### src/rtl/tlb_search_arbiter_pkg.sv
// ---------------------------------------------------------------------------
// tlb_search_arbiter_pkg
//   Shared constants and types for the TLB search arbiter slice:
//   - default TLB field widths (virtual page-pair number, physical frame)
//   - the kseg0/kseg1 segment encoding that bypasses the TLB
//   - flag bit positions inside a response slot
//   - response slot state encoding
// ---------------------------------------------------------------------------
package tlb_search_arbiter_pkg;

  localparam int VPN2_WD          = 19;
  localparam int PFN_WD           = 20;
  localparam int STARVE_LIMIT_DEF = 3;

  // vaddr[31:30] == 2'b10 selects kseg0 (0x8000_0000) or kseg1 (0xA000_0000);
  // both map straight onto the low 512 MB of physical space.
  localparam logic [1:0] KSEG01_HI = 2'b10;

  // Flag positions inside a slot's flag vector. The inst slot carries only
  // the first two; the data slot carries all three.
  localparam int FLAG_REFILL   = 0;
  localparam int FLAG_INVALID  = 1;
  localparam int FLAG_MODIFIED = 2;

  typedef enum logic {
    SLOT_EMPTY = 1'b0,
    SLOT_FULL  = 1'b1
  } slot_state_e;

  function automatic logic is_unmapped(input logic [31:0] vaddr);
    return vaddr[31:30] == KSEG01_HI;
  endfunction

endpackage

### src/rtl/tlb_search_arbiter_resp_slot.sv
// ---------------------------------------------------------------------------
// tlb_search_arbiter_resp_slot
//   One-entry response holding register for a single requester.
//   Captures a translated paddr plus FLAG_W exception flags on load and holds
//   them until the consumer drains the slot. A clear empties the slot
//   regardless of load/drain (used for pipeline flush).
// Ports
//   clk, resetn        clock, async active-low reset
//   load               store load_paddr/load_flags, slot becomes FULL
//   drain              consumer takes the response this cycle
//   clear              force EMPTY (wins over load and drain)
//   load_paddr/flags   payload captured on load
//   valid              slot FULL
//   paddr/flags        held payload
// ---------------------------------------------------------------------------
module tlb_search_arbiter_resp_slot
  import tlb_search_arbiter_pkg::*;
#(
  parameter int FLAG_W = 2
) (
  input  logic              clk,
  input  logic              resetn,
  input  logic              load,
  input  logic              drain,
  input  logic              clear,
  input  logic [31:0]       load_paddr,
  input  logic [FLAG_W-1:0] load_flags,
  output logic              valid,
  output logic [31:0]       paddr,
  output logic [FLAG_W-1:0] flags
);

  slot_state_e state_q, state_d;

  // NOTE: sequential state is written with non-blocking (<=) assignments so
  // every register samples pre-edge values, independent of block order.
  always_ff @(posedge clk or negedge resetn) begin
    if (!resetn) state_q <= SLOT_EMPTY;
    else         state_q <= state_d;
  end

  // NOTE: the default assignment first means every path drives state_d, so
  // no latch is inferred.
  always_comb begin
    state_d = state_q;
    if (clear)      state_d = SLOT_EMPTY;
    else if (load)  state_d = SLOT_FULL;   // load with drain = back-to-back reload
    else if (drain) state_d = SLOT_EMPTY;
  end

  // NOTE: the payload is reset as well because paddr and flags are visible
  // outputs that must read 0 after reset, not just qualified by valid.
  always_ff @(posedge clk or negedge resetn) begin
    if (!resetn) begin
      paddr <= '0;
      flags <= '0;
    end else if (load && !clear) begin
      paddr <= load_paddr;
      flags <= load_flags;
    end
  end

  assign valid = (state_q == SLOT_FULL);

endmodule

### src/rtl/tlb_search_arbiter.sv
// ---------------------------------------------------------------------------
// tlb_search_arbiter
//   Shares the single combinational TLB search port between instruction fetch
//   and data access. Each accepted request drives the search port in its
//   grant cycle; the translated paddr and exception flags land in that
//   requester's response slot on the next edge and stay there until consumed.
//   kseg0/kseg1 addresses bypass the TLB with the same one-cycle latency.
//   Data wins arbitration by default; a waiting inst request wins once it has
//   lost STARVE_LIMIT consecutive cycles. flush kills inst traffic only.
// Ports
//   clk, resetn                       clock, async active-low reset
//   flush                             drop inst slot, block inst grant
//   inst_req/inst_vaddr/inst_ready    inst request handshake (ready comb.)
//   inst_resp_*/inst_paddr/inst_*     inst response slot
//   data_req/data_vaddr/data_wr/...   data request handshake (ready comb.)
//   data_resp_*/data_paddr/data_*     data response slot
//   s_vpn2/s_odd_page                 TLB search key (0 when idle)
//   s_found/s_pfn/s_v/s_d             TLB search result
// ---------------------------------------------------------------------------
module tlb_search_arbiter
  import tlb_search_arbiter_pkg::*;
#(
  parameter int VPN2_W       = VPN2_WD,
  parameter int PFN_W        = PFN_WD,
  parameter int STARVE_LIMIT = STARVE_LIMIT_DEF
) (
  input  logic              clk,
  input  logic              resetn,
  input  logic              flush,
  input  logic              inst_req,
  input  logic [31:0]       inst_vaddr,
  output logic              inst_ready,
  output logic              inst_resp_valid,
  input  logic              inst_resp_ready,
  output logic [31:0]       inst_paddr,
  output logic              inst_refill,
  output logic              inst_invalid,
  input  logic              data_req,
  input  logic [31:0]       data_vaddr,
  input  logic              data_wr,
  output logic              data_ready,
  output logic              data_resp_valid,
  input  logic              data_resp_ready,
  output logic [31:0]       data_paddr,
  output logic              data_refill,
  output logic              data_invalid,
  output logic              data_modified,
  output logic [VPN2_W-1:0] s_vpn2,
  output logic              s_odd_page,
  input  logic              s_found,
  input  logic [PFN_W-1:0]  s_pfn,
  input  logic              s_v,
  input  logic              s_d
);

  localparam int               CNT_W     = $clog2(STARVE_LIMIT + 1);
  localparam logic [CNT_W-1:0] CNT_LIMIT = CNT_W'(STARVE_LIMIT);

  logic [CNT_W-1:0] starve_cnt;
  logic             inst_elig, data_elig;
  logic             grant_inst, grant_data, any_grant;
  logic [31:0]      sel_vaddr;
  logic             mapped;
  logic [31:0]      xl_paddr;
  logic             xl_refill, xl_invalid, xl_modified;
  logic [1:0]       inst_flags_d, inst_flags_q;
  logic [2:0]       data_flags_d, data_flags_q;

  // ---- arbitration --------------------------------------------------------
  // A requester can be accepted when its slot is free now or is being drained
  // this same cycle. Flush removes inst eligibility outright.
  assign inst_elig = inst_req && !flush && (!inst_resp_valid || inst_resp_ready);
  assign data_elig = data_req && (!data_resp_valid || data_resp_ready);

  assign grant_inst = inst_elig && (!data_elig || starve_cnt == CNT_LIMIT);
  assign grant_data = data_elig && !grant_inst;
  assign any_grant  = grant_inst || grant_data;

  assign inst_ready = grant_inst;
  assign data_ready = grant_data;

  // Counts consecutive cycles inst was eligible but lost; saturates at the
  // limit so the next contested cycle goes to inst.
  always_ff @(posedge clk or negedge resetn) begin
    if (!resetn) begin
      starve_cnt <= '0;
    end else if (flush || !inst_req || grant_inst) begin
      starve_cnt <= '0;
    end else if (inst_elig && starve_cnt != CNT_LIMIT) begin
      starve_cnt <= starve_cnt + 1'b1;
    end
  end

  // ---- search port and translation ----------------------------------------
  assign sel_vaddr  = grant_inst ? inst_vaddr : data_vaddr;
  assign s_vpn2     = any_grant ? VPN2_W'(sel_vaddr[31:13]) : '0;
  assign s_odd_page = any_grant && sel_vaddr[12];

  assign mapped = !is_unmapped(sel_vaddr);

  // Flags come out mutually exclusive: invalid and modified both require a
  // hit, and modified additionally requires V=1.
  assign xl_paddr    = mapped ? 32'({s_pfn, sel_vaddr[11:0]}) : {3'b000, sel_vaddr[28:0]};
  assign xl_refill   = mapped && !s_found;
  assign xl_invalid  = mapped && s_found && !s_v;
  assign xl_modified = mapped && data_wr && s_found && s_v && !s_d;

  always_comb begin
    inst_flags_d = '0;
    data_flags_d = '0;
    inst_flags_d[FLAG_REFILL]   = xl_refill;
    inst_flags_d[FLAG_INVALID]  = xl_invalid;
    data_flags_d[FLAG_REFILL]   = xl_refill;
    data_flags_d[FLAG_INVALID]  = xl_invalid;
    data_flags_d[FLAG_MODIFIED] = xl_modified;
  end

  // ---- response slots -----------------------------------------------------
  tlb_search_arbiter_resp_slot #(.FLAG_W(2)) u_inst_slot (
    .clk        (clk),
    .resetn     (resetn),
    .load       (grant_inst),
    .drain      (inst_resp_ready),
    .clear      (flush),
    .load_paddr (xl_paddr),
    .load_flags (inst_flags_d),
    .valid      (inst_resp_valid),
    .paddr      (inst_paddr),
    .flags      (inst_flags_q)
  );

  tlb_search_arbiter_resp_slot #(.FLAG_W(3)) u_data_slot (
    .clk        (clk),
    .resetn     (resetn),
    .load       (grant_data),
    .drain      (data_resp_ready),
    .clear      (1'b0),
    .load_paddr (xl_paddr),
    .load_flags (data_flags_d),
    .valid      (data_resp_valid),
    .paddr      (data_paddr),
    .flags      (data_flags_q)
  );

  assign inst_refill   = inst_flags_q[FLAG_REFILL];
  assign inst_invalid  = inst_flags_q[FLAG_INVALID];
  assign data_refill   = data_flags_q[FLAG_REFILL];
  assign data_invalid  = data_flags_q[FLAG_INVALID];
  assign data_modified = data_flags_q[FLAG_MODIFIED];

endmodule

### config.mk
export PLATFORM = sky130hd
export DESIGN_NAME = tlb_search_arbiter
export DESIGN_NICKNAME = d
export VERILOG_FILES = /design/src/rtl/tlb_search_arbiter_pkg.sv /design/src/rtl/tlb_search_arbiter_resp_slot.sv /design/src/rtl/tlb_search_arbiter.sv
export SDC_FILE = /design/constraint.sdc
export NUM_CORES = 1
export LEC_CHECK = 0
export CORE_MARGIN = 3
export CORE_UTILIZATION = 42
export CTS_BUF_LIST = sky130_fd_sc_hd__clkbuf_16
export DETAILED_ROUTE_END_ITERATION = 10
export PLACE_DENSITY = 0.86
export REMOVE_ABC_BUFFERS = 1
export SLEW_MARGIN = 20
export SYNTH_ARGS = -nofsm -noshare
export SYNTH_HDL_FRONTEND = slang
export SYNTH_SLANG_ARGS = --single-unit
### constraint.sdc
create_clock -name clk -period 3.7 [get_ports clk]
set_clock_uncertainty 0.1 [all_clocks]
set_input_delay 0.74 -clock clk [delete_from_list [all_inputs] [get_ports clk]]
set_output_delay 0.74 -clock clk [all_outputs]
set_load 0.02 [all_outputs]
Word-level counts from Yosys, hierarchy flattened
Cells that the tools add are included.
{"block": "word_totals", "ff_bits": 73, "in_bits": 95, "out_inout_bits": 93}
{"block": "op_classes", "n_addsub": 1, "n_eq_ne": 3, "n_mux": 10, "reduce_logical": 34}
{"cell": "two-way mux 32 bit", "count": 2}
{"cell": "two-way mux 19 bit", "count": 1}
{"cell": "logical AND 1 bit", "count": 15}
{"cell": "logical NOT 1 bit", "count": 10}
{"cell": "logical OR 1 bit", "count": 6}
{"cell": "two-way mux 1 bit", "count": 5}
{"cell": "== test 2 bit, second input constant", "count": 2}
{"cell": "two-way mux 2 bit", "count": 2}
{"cell": "nonzero test 2 bit", "count": 2}
{"cell": "nonzero test 3 bit", "count": 1}
{"cell": "adder 2 x 1 -> 2 bit, second input constant", "count": 1}
{"cell": "inequality test 2 bit, second input constant", "count": 1}

Depth between registers and ports, before layout
Gate-level depths: netlist (run 1).
{"block": "logic_depth", "depth_word": 13, "mapped_depth": 7}

By module
Synthesis (run 1) repeated with hierarchy kept, for this count alone.
{"block": "hier_totals", "cells_unflattened": 293, "hier_area_um2": 4246.6}
{"mod": "tlb_search_arbiter_resp_slot at u_data_slot", "n_inst": 1, "cells_each": 79, "area_each_um2": 1507.7, "seq_area_each_um2": 900.9}
{"mod": "tlb_search_arbiter_resp_slot at u_inst_slot", "n_inst": 1, "cells_each": 77, "area_each_um2": 1471.4, "seq_area_each_um2": 875.8}
{"mod": "tlb_search_arbiter", "n_inst": 1, "cells_each": 137, "area_each_um2": 1267.5, "seq_area_each_um2": 50.0}

Least setup slack after synthesis (run 1)
Ideal clock, no wire load.
{"block": "synth_path", "path_type": "input to output", "from": "input data_resp_ready", "to": "output s_vpn2[0]", "t_arrival_ps": 1868, "required_ps": 2860, "slack_ps": 992, "stages": 6, "path_buffers": 2, "path_cell_list": "nand2b_4 -> a311o_2 -> buf_6 -> clkinv_4 -> buf_12 -> a22o_1"}
{"block": "synth_between", "elab_chain_cells": 9, "elab_cells_between_ends": 10, "classes_between": "mux (2); reduce/logical (8)"}
{"item": "start, declared", "line": "tlb_search_arbiter.sv:43", "text": "input logic data_resp_ready,"}
{"item": "logical OR 1 bit (*)", "line": "tlb_search_arbiter.sv:73", "text": "assign data_elig = data_req && (!data_resp_valid || data_resp_ready);"}
{"item": "logical AND 1 bit (*)", "line": "tlb_search_arbiter.sv:73"}
{"item": "logical NOT 1 bit", "line": "tlb_search_arbiter.sv:75", "text": "assign grant_inst = inst_elig && (!data_elig || starve_cnt == CNT_LIMIT);"}
{"item": "logical OR 1 bit", "line": "tlb_search_arbiter.sv:75"}
{"item": "logical AND 1 bit", "line": "tlb_search_arbiter.sv:75"}
{"item": "logical NOT 1 bit", "line": "tlb_search_arbiter.sv:76", "text": "assign grant_data = data_elig && !grant_inst;"}
{"item": "logical AND 1 bit", "line": "tlb_search_arbiter.sv:76"}
{"item": "logical OR 1 bit", "line": "tlb_search_arbiter.sv:77", "text": "assign any_grant = grant_inst || grant_data;"}
{"item": "two-way mux 19 bit (*)", "line": "tlb_search_arbiter.sv:96", "text": "assign s_vpn2 = any_grant ? VPN2_W'(sel_vaddr[31:13]) : '0;"}
{"item": "end, declared", "line": "tlb_search_arbiter.sv:48", "text": "output logic [VPN2_W-1:0] s_vpn2,"}
Mark *: on every way between the ends. The rest lies on a longest branch, timed or not.

Worst setup path in the final report (run 1)
{"block": "layout_path", "from": "input inst_req", "to": "output s_vpn2[12]"}
{"block": "layout_between", "elab_chain_cells": 7, "elab_cells_between_ends": 8, "classes_between": "mux (2); reduce/logical (6)"}
{"item": "start, declared", "line": "tlb_search_arbiter.sv:30", "text": "input logic inst_req,"}
{"item": "logical AND 1 bit (*) (2 in a row)", "line": "tlb_search_arbiter.sv:72", "text": "assign inst_elig = inst_req && !flush && (!inst_resp_valid || inst_resp_ready);"}
{"item": "logical AND 1 bit (*)", "line": "tlb_search_arbiter.sv:75"}
{"item": "logical NOT 1 bit", "line": "tlb_search_arbiter.sv:76"}
{"item": "logical AND 1 bit", "line": "tlb_search_arbiter.sv:76"}
{"item": "logical OR 1 bit", "line": "tlb_search_arbiter.sv:77"}
{"item": "two-way mux 19 bit (*)", "line": "tlb_search_arbiter.sv:96"}
Marks and branches as above.

==> results of run 1 <==
## area by class of cell
cell class | count | area [um^2] | area share, %
repair buffers | 196 | 1960 | 34.7
flip-flops and latches | 73 | 1830 | 32.3
multi-input cells | 239 | 1470 | 26.0
clock buffers | 9 | 225 | 3.98
well taps | 102 | 128 | 2.26
clock inverters | 7 | 30.0 | 0.531
inverters | 3 | 16.3 | 0.288
## metrics by stage
stage                     cells  setup WS (ns)  utilization (%)  instance area, um^2  hold WS, ns
final                       629          0.140             71.7                 5660        0.365
after global routing        629         0.0631             71.7                 5660        0.397
after CTS                   629          0.128             71.7                 5660        0.368
after detailed placement    613          0.150             68.5                 5400        0.356
after global placement      613          0.157             68.5                 5400        0.350
after floorplan             315          0.427                -                 3310        0.344
## state kept, by name (all words and copies together) (netlist names)
register,cells
u_data_slot.paddr,32
u_inst_slot.paddr,32
u_data_slot.flags,3
starve_cnt,2
u_inst_slot.flags,2
u_data_slot.valid,1
u_inst_slot.valid,1
## final timing paths
path,start,endpoint,slack [ns],depth (start not counted)
max,inst_req,s_vpn2[12],0.14,7
max reg2reg,starve_cnt[0]$_DFFE_PN0P_,u_inst_slot.paddr[10]$_DFFE_PN0P_,1.56,5
min in group asynchronous,resetn,u_inst_slot.paddr[5]$_DFFE_PN0P_,0.44,1
min reg2reg,u_data_slot.paddr[31]$_DFFE_PN0P_,u_data_slot.paddr[31]$_DFFE_PN0P_,0.36,2
min,u_data_slot.paddr[31]$_DFFE_PN0P_,u_data_slot.paddr[31]$_DFFE_PN0P_,0.36,2
max in group asynchronous,resetn,u_inst_slot.paddr[15]$_DFFE_PN0P_,2.48,1
## worst max-delay path, stage by stage
cell             delay (ns)
clkdlybuf4s50_1        0.54
nand2b_4               0.09
o311ai_4               0.25
inv_2                  0.11
buf_12                 0.17
a22o_2                 0.27
clkdlybuf4s50_1        0.54
## power breakdown
group / switching, mW / internal, mW / total (mW)
registers: 0.0720 / 0.933 / 1.00
clock network: 0.305 / 0.440 / 0.745
logic: 0.444 / 0.474 / 0.919
## cell usage after synthesis
library cell	n	area (um^2)
nor2b_4	1	13.8
inv_1	1	3.75
clkinv_4	1	8.76
a22o_1	11	96.3
nand2b_1	3	18.8
dfrtp_1	73	1830
a22oi_1	1	7.51
nor2_1	19	71.3
o311ai_4	1	26.3
nand2b_4	2	27.5
or3_1	1	6.26
nand3b_1	1	7.51
nand2_1	107	402
mux2i_1	17	170
nand4b_1	2	17.5
and3_1	1	6.26
a21oi_1	2	10.0
buf_12	2	40.0
clkbuf_1	11	41.3
o31ai_1	2	15.0
o21ai_0	14	70.1
buf_2	6	30.0
a31oi_1	17	106
nand3_1	4	20.0
ha_1	1	12.5
mux2_4	12	180
inv_2	1	3.75
nor2b_1	2	12.5
a311o_2	1	11.3
buf_6	5	56.3
o21ai_2	8	70.1
a22o_2	9	90.1
## cells by family after synthesis
| logic type | Yosys count |
|---|---|
| flip-flops | 73 |
| multiplexers | 29 |
| AO/OA/AOI/OAI | 66 |
| adder cells (fa/ha/maj) | 1 |
| AND/OR/NAND/NOR | 143 |
| buffers and inverters | 27 |
## placed cells by master, fill, tap and decap left out, types with 2 or more instances in the layout
cell	count
a21oi_1	2
a22o_1	11
a22o_2	9
a31oi_1	17
buf_12	2
buf_4	8
clkbuf_16	9
clkdlybuf4s50_1	186
clkinv_1	2
clkinv_2	3
dfrtp_1	73
inv_1	3
mux2_4	12
mux2i_1	17
nand2_1	107
nand2b_1	3
nand2b_4	2
nand3_1	4
nand4b_1	2
nor2_1	19
nor2b_1	2
o21ai_0	14
o21ai_2	8
o31ai_1	2
## routing by layer
metal  up-vias  GRT usage [%]  routed length [um]
met2       119           38.9                5260
met3        11           7.14                 865
met1      1491           24.4                3890
li1       1533              -                   -
met5         -              0                   0
met4         0           5.94                 113
==> results.json, run 1 <==
{
  "fin_crit_ns": 3.56,
  "slew_headroom_pct": 40.9,
  "min-delay-path-class": "reg2reg",
  "grt_pass1_vias": 3283,
  "synthCells": 339,
  "port_buffers": 187,
  "clkTransAtPathRegs_ns": 0.05,
  "grt_antenna_before_repair": 0,
  "areaGrowthSynthToFinish_pct": 62.6,
  "synth_seq_area_share_pct": 52.5,
  "die_area_um2": 9410,
  "drt_iter0_markers": 97,
  "synth.distinct_cells": 32,
  "pwr_density_cell_nw_per_um2": 472,
  "synth_simple_gate_area_share_pct": 17.3,
  "syn_area_um2": 3480,
  "layout-drive-gt1-share_pct": 11.0,
  "drt-total-wl_um": 10100,
  "globalRouteOverflowTotal": 0,
  "start_util_pct": 44.1,
  "clock_latency_ns": 0.31,
  "synth-compound-area-share_pct": 14.5,
  "status": "finished, final reports clean",
  "synth-xor-area-share_pct": 0,
  "critPathArrivalTime_ns": 2.72,
  "cts_tree": "done",
  "numCtsBuffers": 9,
  "finalCritPeriodShare_pct": 96.2,
  "required_ns": 2.86,
  "yosys.area_share.adder_pct": 0.360,
  "cts_setup_buffers": 0,
  "synth_warnings": 0,
  "root_buffer": "clkbuf_16",
  "cts_resized": 0,
  "hold_buffers": 0,
  "rows": 32,
  "rsz0062_at_grt": "no",
  "wl_per_cell_um": 16.1,
  "grt_pass1_wl_um": 16500,
  "place_hpwl_um": 7660,
  "max_cap_violations": 0,
  "startpoint_type": "primary input",
  "grt.total_usage_pct": 21.6,
  "viasPerCell": 5.01,
  "hold_viol": 0,
  "cts.htree.levels": 3,
  "final.setup.tns_ns": 0,
  "worst_ir_drop_vdd_uv": 234,
  "path_max_fanout": 25,
  "ys_ff_latch": 73,
  "p_leak_nw": 2.58,
  "critPathKind": "in2out",
  "fp.dieH_um": 97.0,
  "finalPower_mw": 2.67,
  "numClockSinks": 73,
  "synth_top_family_by_area": "simple AND/OR/NAND/NOR gates",
  "core_um2": 7890,
  "synth_area_per_cell_um2": 10.3,
  "ios": 188,
  "setup_viol": 0,
  "dieWidth_um": 97.0,
  "drt_pass1_iterations": 4,
  "grt_max_degree": 74,
  "nFillCells": 609,
  "drc": 0,
  "diodes": 0,
  "synthMuxAreaShare_pct": 10.1,
  "fmax_mhz": 281,
  "nNetsFinal": 618,
  "worst_pin_slew_ns": 0.886,
  "clk_path_buf_depth": 2,
  "vias": 3154,
  "antenna_left": 0,
  "end_kind": "primary output",
  "drv_slew": 0,
  "globalplace.congestion": 0.807
}
No activity file was read; power rests on OpenSTA's default activity.
==> run 2, diff against run 1 <==
Settings changed: CTS_CLUSTER_DIAMETER set to 200.
==> results of run 2 <==
Final layout, timing and power as in run 1 (identical DEF).
==> run 3, diff against run 2 <==
Clock period 3.7 ns to 4.6 ns, I/O delays scaled along.
==> results.json, run 3 (synthesis gave the netlist of run 1 again) <==
{
  "status": "finished, final reports clean",
  "drt_iter0_markers": 64,
  "cp_cell_sequence": "clkdlybuf4s50_1, nand2b_4, o311ai_4, inv_2, buf_4, a22o_2, clkdlybuf4s50_1",
  "min-delay-path-class": "reg2reg",
  "utilization_pct": 72.0,
  "clock_latency_ns": 0.32,
  "critPathArrivalTime_ns": 2.94,
  "finalCritPeriodShare_pct": 86.0,
  "cpLargestDelayFamily": "buffers and inverters",
  "holdWs_ns": 0.373,
  "drt_pass1_iterations": 4,
  "clk_path_buf_depth": 2,
  "port_buffers": 187,
  "areaGrowthSynthToFinish_pct": 63.3,
  "max_stage_delay_ns": 0.53,
  "fin_crit_ns": 3.96,
  "layout-drive-gt1-share_pct": 11.4,
  "grt.total_usage_pct": 21.9,
  "start_util_pct": 44.1,
  "mostFrequentLayoutCells": "clkdlybuf4s50_1 (186), nand2_1 (107), dfrtp_1 (73), nor2_1 (19)",
  "wl_per_cell_um": 16.4,
  "drc": 0,
  "fp.dieH_um": 97.0,
  "grt_pass1_wl_um": 16600,
  "slowest_stage": "clkdlybuf4s50_1",
  "post-place-ws_ns": 0.669,
  "diodes": 0,
  "grt_pass1_vias": 3344,
  "seq_area_um2": 1830,
  "root_buffer": "clkbuf_16",
  "rows": 32,
  "numCtsBuffers": 9,
  "globalRouteOverflowTotal": 0,
  "dieWidth_um": 97.0,
  "ios": 188,
  "rsz0062_at_grt": "no",
  "nFillCells": 585,
  "pwr_density_cell_nw_per_um2": 401,
  "die_area_um2": 9410,
  "drv_slew": 0,
  "multiInputGateArea_um2": 1470,
  "end_kind": "primary output",
  "final.setup.tns_ns": 0,
  "max_cap_violations": 0,
  "nNetsFinal": 616,
  "setup_ws_ns": 0.645,
  "startpoint_type": "primary input",
  "critPathKind": "in2out",
  "cp_common_cell": "clkdlybuf4s50_1",
  "vias": 3159,
  "clkTransAtPathRegs_ns": 0.06,
  "cts_tree": "done",
  "antenna_left": 0,
  "p_leak_nw": 2.58,
  "path_max_fanout": 29,
  "numClockSinks": 73,
  "final_common_cell": "clkdlybuf4s50_1",
  "globalplace.congestion": 0.780,
  "drt-total-wl_um": 10300,
  "viasPerCell": 5.04,
  "top_regs": "u_data_slot.paddr: 32 flops, u_inst_slot.paddr: 32 flops, u_data_slot.flags: 3 flops",
  "hold_viol": 0,
  "path_buf_inv": 4,
  "worst_pin_slew_ns": 1.03,
  "cts_resized": 0,
  "slew_headroom_pct": 31.3,
  "cts_setup_buffers": 0,
  "place_hpwl_um": 7530,
  "core_um2": 7890,
  "setup_viol": 0,
  "cts.htree.levels": 3,
  "hold_buffers": 0,
  "grt_max_degree": 74,
  "fmax_mhz": 253,
  "required_ns": 3.58,
  "finalPower_mw": 2.28,
  "grt_antenna_before_repair": 0,
  "worst_ir_drop_vdd_uv": 219
}
==> run 3: changes by cell type in the layout (fill, tap and decap cells not counted), sizes merged <==
cell,before,now
buf,10,8
bufinv,0,2
clkinv,6,5
clkinvlp,0,1
inv,4,2
==> run 3: final cells by class <==
type                            count  area share, %
Sequential cell                    73           32.2
Inverter                            3          0.286
Multi-Input combinational cell    239           25.9
Clock buffer                        9           3.96
Tap cell                          102           2.25
Timing Repair Buffer              194           33.8
Clock inverter                      7           1.67
==> run 3: report_power, final <==
| group | internal, mW | leakage [nW] | switching (mW) |
|---|---|---|---|
| combinational | 0.377 | 1.54 | 0.357 |
| clock | 0.474 | 0.155 | 0.261 |
| sequential | 0.750 | 0.885 | 0.0606 |
==> run 3: routing by layer <==
metal | part of all wire (%) | up-vias | GRT usage, %
li1 | - | 1522 | -
met1 | 38 | 1502 | 24.5
met2 | 52 | 123 | 39.4
met3 | 8.1 | 12 | 6.92
met4 | 1.6 | 0 | 6.80
met5 | 0 | - | 0
==> run 3: worst register-to-register path, cell delays in order, from the launching register on <==
cell and delay [ns]:
dfrtp_1 0.40, ha_1 0.20, inv_1 0.15, a311o_2 0.26, buf_4 0.57, mux2_4 0.37
==> run 3: worst paths after layout <==
kind	from	end	slack [ns]	cells after the start
max	inst_req	s_vpn2[15]	0.64	7
min in group asynchronous	resetn	u_inst_slot.paddr[4]$_DFFE_PN0P_	0.63	1
min reg2reg	u_data_slot.paddr[31]$_DFFE_PN0P_	u_data_slot.paddr[31]$_DFFE_PN0P_	0.37	2
min	u_data_slot.paddr[31]$_DFFE_PN0P_	u_data_slot.paddr[31]$_DFFE_PN0P_	0.37	2
max reg2reg	starve_cnt[0]$_DFFE_PN0P_	u_inst_slot.paddr[9]$_DFFE_PN0P_	2.44	5
max in group asynchronous	resetn	u_data_slot.paddr[17]$_DFFE_PN0P_	3.21	1
==> run 3: metrics by stage <==
| stage | cells | cell area (um^2) |
|---|---|---|
| 2_1_floorplan | 315 | 3310 |
| 3_3_place_gp | 611 | 5360 |
| 3_5_place_dp | 611 | 5360 |
| 4_1_cts | 627 | 5680 |
| 5_1_grt | 627 | 5680 |
| 6_report | 627 | 5680 |
